**src/rtl/note_recorder.sv**
```systemverilog
`timescale 1ns/1ps
// note_recorder: quantizes the live note stream into fixed-length time slots and
// builds the packed song table ({valid, note} per slot) read by playback/compare.
module note_recorder #(
  parameter int SLOTS          = 160,
  parameter int NOTE_W         = 5,
  parameter int TICKS_PER_SLOT = 6_250_000
) (
  input  logic                          clk_in,
  input  logic                          rst_in_n,
  input  logic                          start_in,
  input  logic                          stop_in,
  input  logic                          note_valid_in,
  input  logic [NOTE_W-1:0]             note_in,
  output logic [SLOTS-1:0][NOTE_W:0]    song_out,
  output logic [$clog2(SLOTS+1)-1:0]    slot_idx_out,
  output logic                          recording_out,
  output logic                          done_out,
  output logic                          full_out
);

  localparam int IDX_W  = $clog2(SLOTS + 1);
  localparam int ADDR_W = (SLOTS > 1) ? $clog2(SLOTS) : 1;
  localparam int TICK_W = (TICKS_PER_SLOT > 1) ? $clog2(TICKS_PER_SLOT) : 1;

  localparam logic [TICK_W-1:0] TICK_LAST = TICK_W'(TICKS_PER_SLOT - 1);
  localparam logic [IDX_W-1:0]  IDX_LAST  = IDX_W'(SLOTS - 1);
  localparam logic [IDX_W-1:0]  IDX_END   = IDX_W'(SLOTS);

  typedef enum logic [1:0] {
    IDLE   = 2'd0,
    RECORD = 2'd1,
    DONE   = 2'd2
  } state_t;

  state_t state;
  state_t next_state;

  logic [TICK_W-1:0]          tick;
  logic                       seen;
  logic [NOTE_W-1:0]          last_note;
  logic [IDX_W-1:0]           slot_idx;
  logic [SLOTS-1:0][NOTE_W:0] song_q;
  logic                       recording_q;
  logic                       done_q;
  logic                       full_q;

  logic                       clear;
  logic                       slot_end;
  logic                       commit;
  logic [NOTE_W-1:0]          note_now;
  logic [NOTE_W:0]            entry;
  logic [ADDR_W-1:0]          wr_addr;

  assign wr_addr = slot_idx[ADDR_W-1:0];

  // State register; reset drops straight back to IDLE even mid-recording.
  always_ff @(posedge clk_in or negedge rst_in_n) begin
    if (!rst_in_n) begin
      state <= IDLE;
    end else begin
      state <= next_state;
    end
  end

  // Next-state logic: a recording ends on the final slot boundary or on stop.
  always_comb begin
    next_state = state;
    case (state)
      IDLE:    if (start_in) next_state = RECORD;
      RECORD:  if (stop_in || (slot_end && (slot_idx == IDX_LAST))) next_state = DONE;
      DONE:    if (start_in) next_state = RECORD;
      default: next_state = IDLE;
    endcase
  end

  // Control decode: the current cycle's sample already counts toward the slot
  // being closed, so a valid note now overrides the latched one in the entry.
  always_comb begin
    clear    = 1'b0;
    slot_end = 1'b0;
    commit   = 1'b0;
    note_now = last_note;
    entry    = '0;
    if (note_valid_in) note_now = note_in;
    if (state == RECORD) begin
      slot_end = (tick == TICK_LAST);
      commit   = slot_end || (stop_in && (seen || note_valid_in));
    end else begin
      clear = start_in;
    end
    if (seen || note_valid_in) entry = {1'b1, note_now};
  end

  // Slot timing, note capture and table writes; an empty stop commits nothing.
  always_ff @(posedge clk_in or negedge rst_in_n) begin
    if (!rst_in_n) begin
      tick      <= '0;
      seen      <= 1'b0;
      last_note <= '0;
      slot_idx  <= '0;
      song_q    <= '0;
      full_q    <= 1'b0;
    end else if (clear) begin
      tick     <= '0;
      seen     <= 1'b0;
      slot_idx <= '0;
      song_q   <= '0;
      full_q   <= 1'b0;
    end else if (state == RECORD) begin
      if (slot_end) begin
        tick <= '0;
        seen <= 1'b0;
      end else begin
        tick <= tick + TICK_W'(1);
        if (note_valid_in) seen <= 1'b1;
      end
      if (note_valid_in) last_note <= note_in;
      if (commit && (slot_idx < IDX_END)) begin
        song_q[wr_addr] <= entry;
        slot_idx        <= slot_idx + IDX_W'(1);
        if (slot_idx == IDX_LAST) full_q <= 1'b1;
      end
    end
  end

  // Registered status flags; done fires only on the RECORD-to-DONE transition.
  always_ff @(posedge clk_in or negedge rst_in_n) begin
    if (!rst_in_n) begin
      recording_q <= 1'b0;
      done_q      <= 1'b0;
    end else begin
      recording_q <= (next_state == RECORD);
      done_q      <= (state == RECORD) && (next_state == DONE);
    end
  end

  assign song_out      = song_q;
  assign slot_idx_out  = slot_idx;
  assign recording_out = recording_q;
  assign done_out      = done_q;
  assign full_out      = full_q;

endmodule

```
**config.mk**
```make
export PLATFORM = sky130hd
export DESIGN_NAME = note_recorder
export DESIGN_NICKNAME = d
export VERILOG_FILES = /design/src/rtl/note_recorder.sv
export SDC_FILE = /design/constraint.sdc
export NUM_CORES = 1
export LEC_CHECK = 0
export CORE_AREA = 2 2 381 383
export CTS_BUF_LIST = sky130_fd_sc_hd__clkbuf_16
export DETAILED_ROUTE_END_ITERATION = 7
export DIE_AREA = 0 0 383 385
export PLACE_DENSITY_LB_ADDON = 0.05
export SLEW_MARGIN = 5
export SYNTH_ARGS = -nofsm -noshare
export SYNTH_HDL_FRONTEND = slang
export SYNTH_SLANG_ARGS = --single-unit
```
**constraint.sdc**
```tcl
create_clock -name clk_in -period 2.8 [get_ports clk_in]
set_input_delay 0.28 -clock clk_in [delete_from_list [all_inputs] [get_ports clk_in]]
set_output_delay 0.28 -clock clk_in [all_outputs]
set_load 0.05 [all_outputs]
```
# Word-level counts from Yosys, hierarchy flattened
# Index checks and enable logic that the tools add are counted.
# W data, S select, Z words.
word_totals:
  register_bits: 1002
  in_bits: 10
classes:
  order_cmp: 3
  n_mux: 28
  bitwise: 1
  addsub: 2
  n_reduce_logical: 18
  eq_ne: 6
ops:
  columns: ["operator", "count"]
  rows:
  - ["$mux W960", 3]
  - ["$bwmux W960", 1]
  - ["$mux W23", 3]
  - ["$demux W6 S8", 1]
  - ["$mux W8", 3]
  - ["$add A23 B1 Y23 const B", 1]
  - ["$eq A23 B23 Y1 const B", 1]
  - ["$mux W6", 2]
  - ["$mux W1", 11]
  - ["$lt A8 B9 Y1 const B", 1]
  - ["$add A8 B1 Y8 const B", 1]
  - ["$eq A8 B8 Y1 const B", 1]
  - ["$ge A8 B1 Y1 const B", 1]
  - ["$lt A8 B8 Y1 const B", 1]
  - ["$reduce_and A2 Y1", 3]
  - ["$reduce_bool A2 Y1", 3]
  - ["$logic_and A1 B1 Y1", 5]
  - ["$mux W5", 1]
  - ["$eq A2 B1 Y1 const B", 2]
  - ["$eq A2 B2 Y1 const B", 2]
  - ["$mux W2", 2]
  - ["$pmux W2 S2", 1]
  - ["$logic_or A1 B1 Y1", 3]
  - ["$reduce_and A3 Y1", 1]
  - ["4 further kinds", 4]

# Longest topological paths before layout
depth:
  word_depth: 8
  ltp_mapped: 10
  mapped_depth_nobuf: 6

# Least setup slack after synthesis
# OpenSTA, ideal clock, no wires.
synth_path:
  kind: "register to register"
  from: "register slot_idx[1] (netlist: slot_idx_out[1])"
  to: "register song_q (netlist bit song_out[23])"
  setup_time_ns: 0.135
  stages_incl_launch_ff: 9
  period_less_slack_ns: 2.414
  n_path_buf: 3
  slack_ns: 0.386
  arrival_time_ns: 2.279
  path_cell_list: "dfrtp_1 -> ha_1 -> clkbuf_1 -> and2_1 -> clkbuf_1 -> nand2_1 -> buf_2 -> o211ai_1 -> o21ai_0"
synth_between:
  elab_chain_len: 8
  word_cells_on_any_way: 13
  classes_between: "order compare (3); mux (6); reduce/logical (4)"
synth_lines:
  columns: ["item", "line", "text"]
  rows:
  - ["start: declaration", "42", "logic [IDX_W-1:0] slot_idx;"]
  - ["start signal: assignment", "121", "slot_idx <= slot_idx + IDX_W'(1);"]
  - ["$lt A8 B9 Y1 (not written as such) / $ge A8 B1 Y1 (equally long branches)", "120", "song_q[wr_addr] <= entry;"]
  - ["$logic_and A1 B1 Y1 (not written as such)", "120", null]
  - ["$mux W6 (not written as such)", "120", null]
  - ["$demux W6 S8", "120", null]
  - ["$bwmux W960", "120", null]
  - ["$mux W960", "119", "if (commit && (slot_idx < IDX_END)) begin"]
  - ["$mux W960", "110", "end else if (state == RECORD) begin"]
  - ["$mux W960", "104", "end else if (clear) begin"]
  - ["end signal: indexed assignment", "120", null]
  - ["end: declaration", "43", "logic [SLOTS-1:0][NOTE_W:0] song_q;"]
# Several ways; a longest one is shown, not always the timed one. The select of a mux whose other input is x is not followed.
# A chain may end at the register's enable or synchronous reset.

# Worst setup path in the final report
layout_path:
  from: "register tick[21]"
  to: "register song_q (netlist bit song_out[241])"
layout_between:
  elab_chain_len: 6
layout_lines:
  columns: ["item", "line", "text"]
  rows:
  - ["start: declaration", "39", "logic [TICK_W-1:0] tick;"]
  - ["start signal: assignment", "115", "tick <= tick + TICK_W'(1);"]
  - ["$eq A23 B23 Y1", "87", "slot_end = (tick == TICK_LAST);"]
  - ["$logic_or A1 B1 Y1", "88", "commit = slot_end || (stop_in && (seen || note_valid_in));"]
  - ["$mux W1", "86", "if (state == RECORD) begin"]
  - ["$logic_and A1 B1 Y1", "119", null]
  - ["$reduce_bool A2 Y1 (no line)", null, null]
  - ["$reduce_and A2 Y1 (no line)", null, null]
# No other way between the ends.

==> flow_metrics.py <==
metrics = {
    "power": {
        "switching_share": 0.3040,
        "clkPwrFrac": 0.425,
        "max-vdd-ir-drop_mv": 0.5826,
        "p_leak_uw": 0.02373,
        "power_density_nw_per_um2": 574.1,
        "switching_power_uw": 10230,
        "seqPwrFrac": 0.438,
        "internal-power_uw": 23410,
        "p_comb_frac": 0.138,
    },
    "yosys": {
        "synth.cell_area_sq_um": 41820,
        "postSynthNetCount": 3845,
        "synth_area_per_cell_sq_um": 10.92,
        "ys_seq_area_frac": 0.5996,
        "synth.yosys.warnings": 0,
        "synth_cell_type_count": 59,
        "synth_enable_flop_cells": 0,
        "synth_seq_cells": 1002,
        "post_synth_inst_count": 3830,
        "yosys_most_used_dff": "dfrtp_1",
        "async_flop_share": 1.000,
    },
    "routing": {
        "avgRoutedWirePerCell_um": 31.45,
        "ant_nets": 0,
        "drt_first_iter_violations": 3274,
        "drt-pass1-iter-count": 5,
        "finalWirelength_um": 212200,
        "vias_per_cell": 5.606,
        "routed-via-count": 37829,
        "detail_route.drc_violations": 0,
    },
    "min_path": {
        "min_path_type": "in2async",
    },
    "finish": {
        "layout.filler_cells": 13989,
        "multiInputGateArea_sq_um": 15090,
        "ff_latch_area_sq_um": 25070,
        "most_frequent_cells_in_the_layout": "dfrtp_1, clkdlybuf4s50_1, o211ai_1",
        "finalNonFillerCells": 6748,
        "layout.cells.most_common": "dfrtp_1",
        "post_route_cells_drive_above_1_share": 0.09827,
        "areaGrowthSynthToFinish_pct": 40.11,
        "finish.net_count": 4769,
    },
    "setup_path": {
        "startpoint_of_the_most_critical_register_to_register_path": "tick[21]$_DFFE_PN0P_",
        "cp.arrival_ps": 3210,
        "worst-r2r-cell-count": 7,
        "regToRegEndpoint": "song_out[241]$_DFFE_PN0P_",
        "critical-path-slowest-cell": "dfrtp_1",
        "worst_path_most_repeated_cell": "buf_4",
        "slowest_delay_ps": 410,
        "worstSetupStartpointType": "flop",
        "crit_chain": "nor4bb_2, and4_1, buf_4, a21o_2, buf_4, nand3_2, mux2i_1",
        "worst-setup-path-type": "reg2reg",
        "endpoint_kind": "flop",
        "required_ps": 3380,
        "r2r_slack_ps": 170,
        "timing.critical_path.fanout_max": 22,
    },
    "clock_tree": {
        "cts_max_level": 3,
        "post_cts_setup_buffer_count": 0,
        "cts_max_path_buffers": 3,
        "clock_tree_from_tritoncts": "built",
        "cts.reportedPaths.clkPinSlew_ps": 60,
        "clkSinkCount": 1002,
        "tritoncts.num_buffers": 115,
        "clkLatencyLatePin_ps": 730,
        "ctsRootBufferMaster": "clkbuf_16",
    },
    "timing": {
        "slew_viol_final": 0,
        "worst_pin_slew_ps": 867.0,
        "achievable-frequency_mhz": 380.7,
        "post-route-period-util": 0.9382,
        "final.setup_skew_ps": 42.47,
        "finalSetupTns_ps": 0,
        "setup_viol": 0,
        "period_minus_slack_ps": 2627,
        "timing.max_slew.rel_slack": 0.4198,
        "rsz0062_at_grt": "no",
        "timing_hold_violations_final": 0,
    },
    "floorplanning": {
        "io_pins": 981,
        "initial_core_util": 0.2922,
        "floorplan.core_area_sq_um": 143100,
        "rows": 139,
        "dieHeight_um": 385,
        "floorplan.die_area_sq_um": 147500,
        "die_x_um": 383,
    },
    "global_routing": {
        "antenna_found_initial": 5,
        "grt_max_degree": 107,
        "grt-ovfl-total": 0,
        "global_route_wire_length_before_repair_um": 301000,
        "track_usage": 0.2803,
        "first_global_vias": 37573,
    },
    "run": {
        "max-cap-violations": 0,
    },
    "status": {
        "run_status": "finished clean",
    },
    "placed_design": {
        "port_buffers": 980,
        "finalWeightedCongestion": 0.8272,
        "place_hpwl_um": 148700,
        "instance_count_after_placement_with_tap_cells_included": 6539,
    },
}
how the worst max path moves through the flow:
stage	from	endpoint	slack, ps	cells after the start
floorplan	slot_idx_out[1]$_DFFE_PN0P_	song_out[23]$_DFFE_PN0P_	390	8
global placement	note_valid_in	song_out[946]$_DFFE_PN0P_	60	7
detailed placement	tick[12]$_DFFE_PN0P_	song_out[944]$_DFFE_PN0P_	9	6
CTS	tick[21]$_DFFE_PN0P_	song_out[946]$_DFFE_PN0P_	2	6
global route	tick[0]$_DFFE_PN0P_	song_out[38]$_DFFE_PN0P_	4	8
finish	tick[21]$_DFFE_PN0P_	song_out[241]$_DFFE_PN0P_	170	7
cells by family after synthesis:
group	share of synthesized area
xor gates and xnor gates	0.001885
and+or+nand+nor	0.05511
DFF	0.5996
adders and majority gates	0.001496
AOI/OAI and AO/OA	0.2867
buffers and inverters	0.04356
muxes	0.01164
through the flow:
stage | worst slack (ps) | instance area [sq um] | utilization | hold WS (ps) | total power [uW]
finish | 173.0 | 58590 | 0.4094 | 116.3 | 33640
global route | 3.963 | 58590 | 0.4094 | 116.9 | 34760
CTS | 2.428 | 58590 | 0.4093 | 74.71 | 33990
detailed placement | 9.125 | 55110 | 0.3850 | 276.9 | 19650
global placement | 57.99 | 55110 | 0.3850 | 284.4 | 19670
floorplan | 385.7 | 41820 | - | -15.59 | 16890
critical path: cells and delay by family (launching register included):
kind | cells | cell delay, ps
AOI/OAI and AO/OA | 1 | 200
buffers and inverters | 2 | 590
DFF | 1 | 410
muxes | 1 | 190
and+or+nand+nor | 3 | 1050
synth_stat cells (all sizes together) (8+ instances only):
| library cell | instances | area share |
|---|---|---|
| a21oi | 17 | 0.0028 |
| a22o | 14 | 0.0029 |
| a31oi | 10 | 0.0015 |
| and2 | 14 | 0.0021 |
| and3 | 14 | 0.0021 |
| buf | 110 | 0.015 |
| clkbuf | 311 | 0.028 |
| dfrtp | 1002 | 0.60 |
| inv | 8 | 0.00072 |
| mux2i | 43 | 0.010 |
| nand2 | 213 | 0.019 |
| nand3 | 98 | 0.019 |
| nand4 | 13 | 0.0019 |
| nor2 | 45 | 0.0041 |
| nor3 | 8 | 0.00096 |
| o211ai | 906 | 0.16 |
| o21ai | 923 | 0.11 |
metal layers:
layer	vias up	wire [um]	part of all wire	GRT usage
met5	-	12	0.000057	0
met4	2	8303	0.039	0.1049
met3	274	14200	0.067	0.05825
met2	1465	100200	0.47	0.4497
met1	19759	89510	0.42	0.3723
li1	16329	-	-	-
registers in the layout, summed over array words and instances, names as in the netlist:
name and flops:
slot_idx_out 8, done_out 1, recording_out 1, full_out 1, state 2, tick 23, last_note 5, song_out 960
seen 1
power by group through the flow:
stage / Sequential, uW / Combinational, uW / Clock (uW)
after floorplan: 15000 / 1870 / 0
after global placement: 15000 / 4690 / 0
after detailed placement: 15000 / 4670 / 0
after CTS: 14700 / 4680 / 14600
after global routing: 14700 / 4880 / 15100
final: 14700 / 4630 / 14300
cell type report:
type | count | area share
flip-flops and latches | 1002 | 0.4279
clock inverters | 91 | 0.009738
well taps | 1903 | 0.04064
clock buffers | 116 | 0.04954
inverters | 8 | 0.0005125
multi-input cells | 2399 | 0.2575
diodes | 1 | 0.00004271
repair buffers | 1228 | 0.2141
timing repair:
item                                    4_1_cts  5_1_grt
endpoints found under the setup margin        0       87
hold buffers                                  1        0
hold endpoints to repair                    391        0
resized for setup                             0        1
Power figures use the tool's default switching activity.
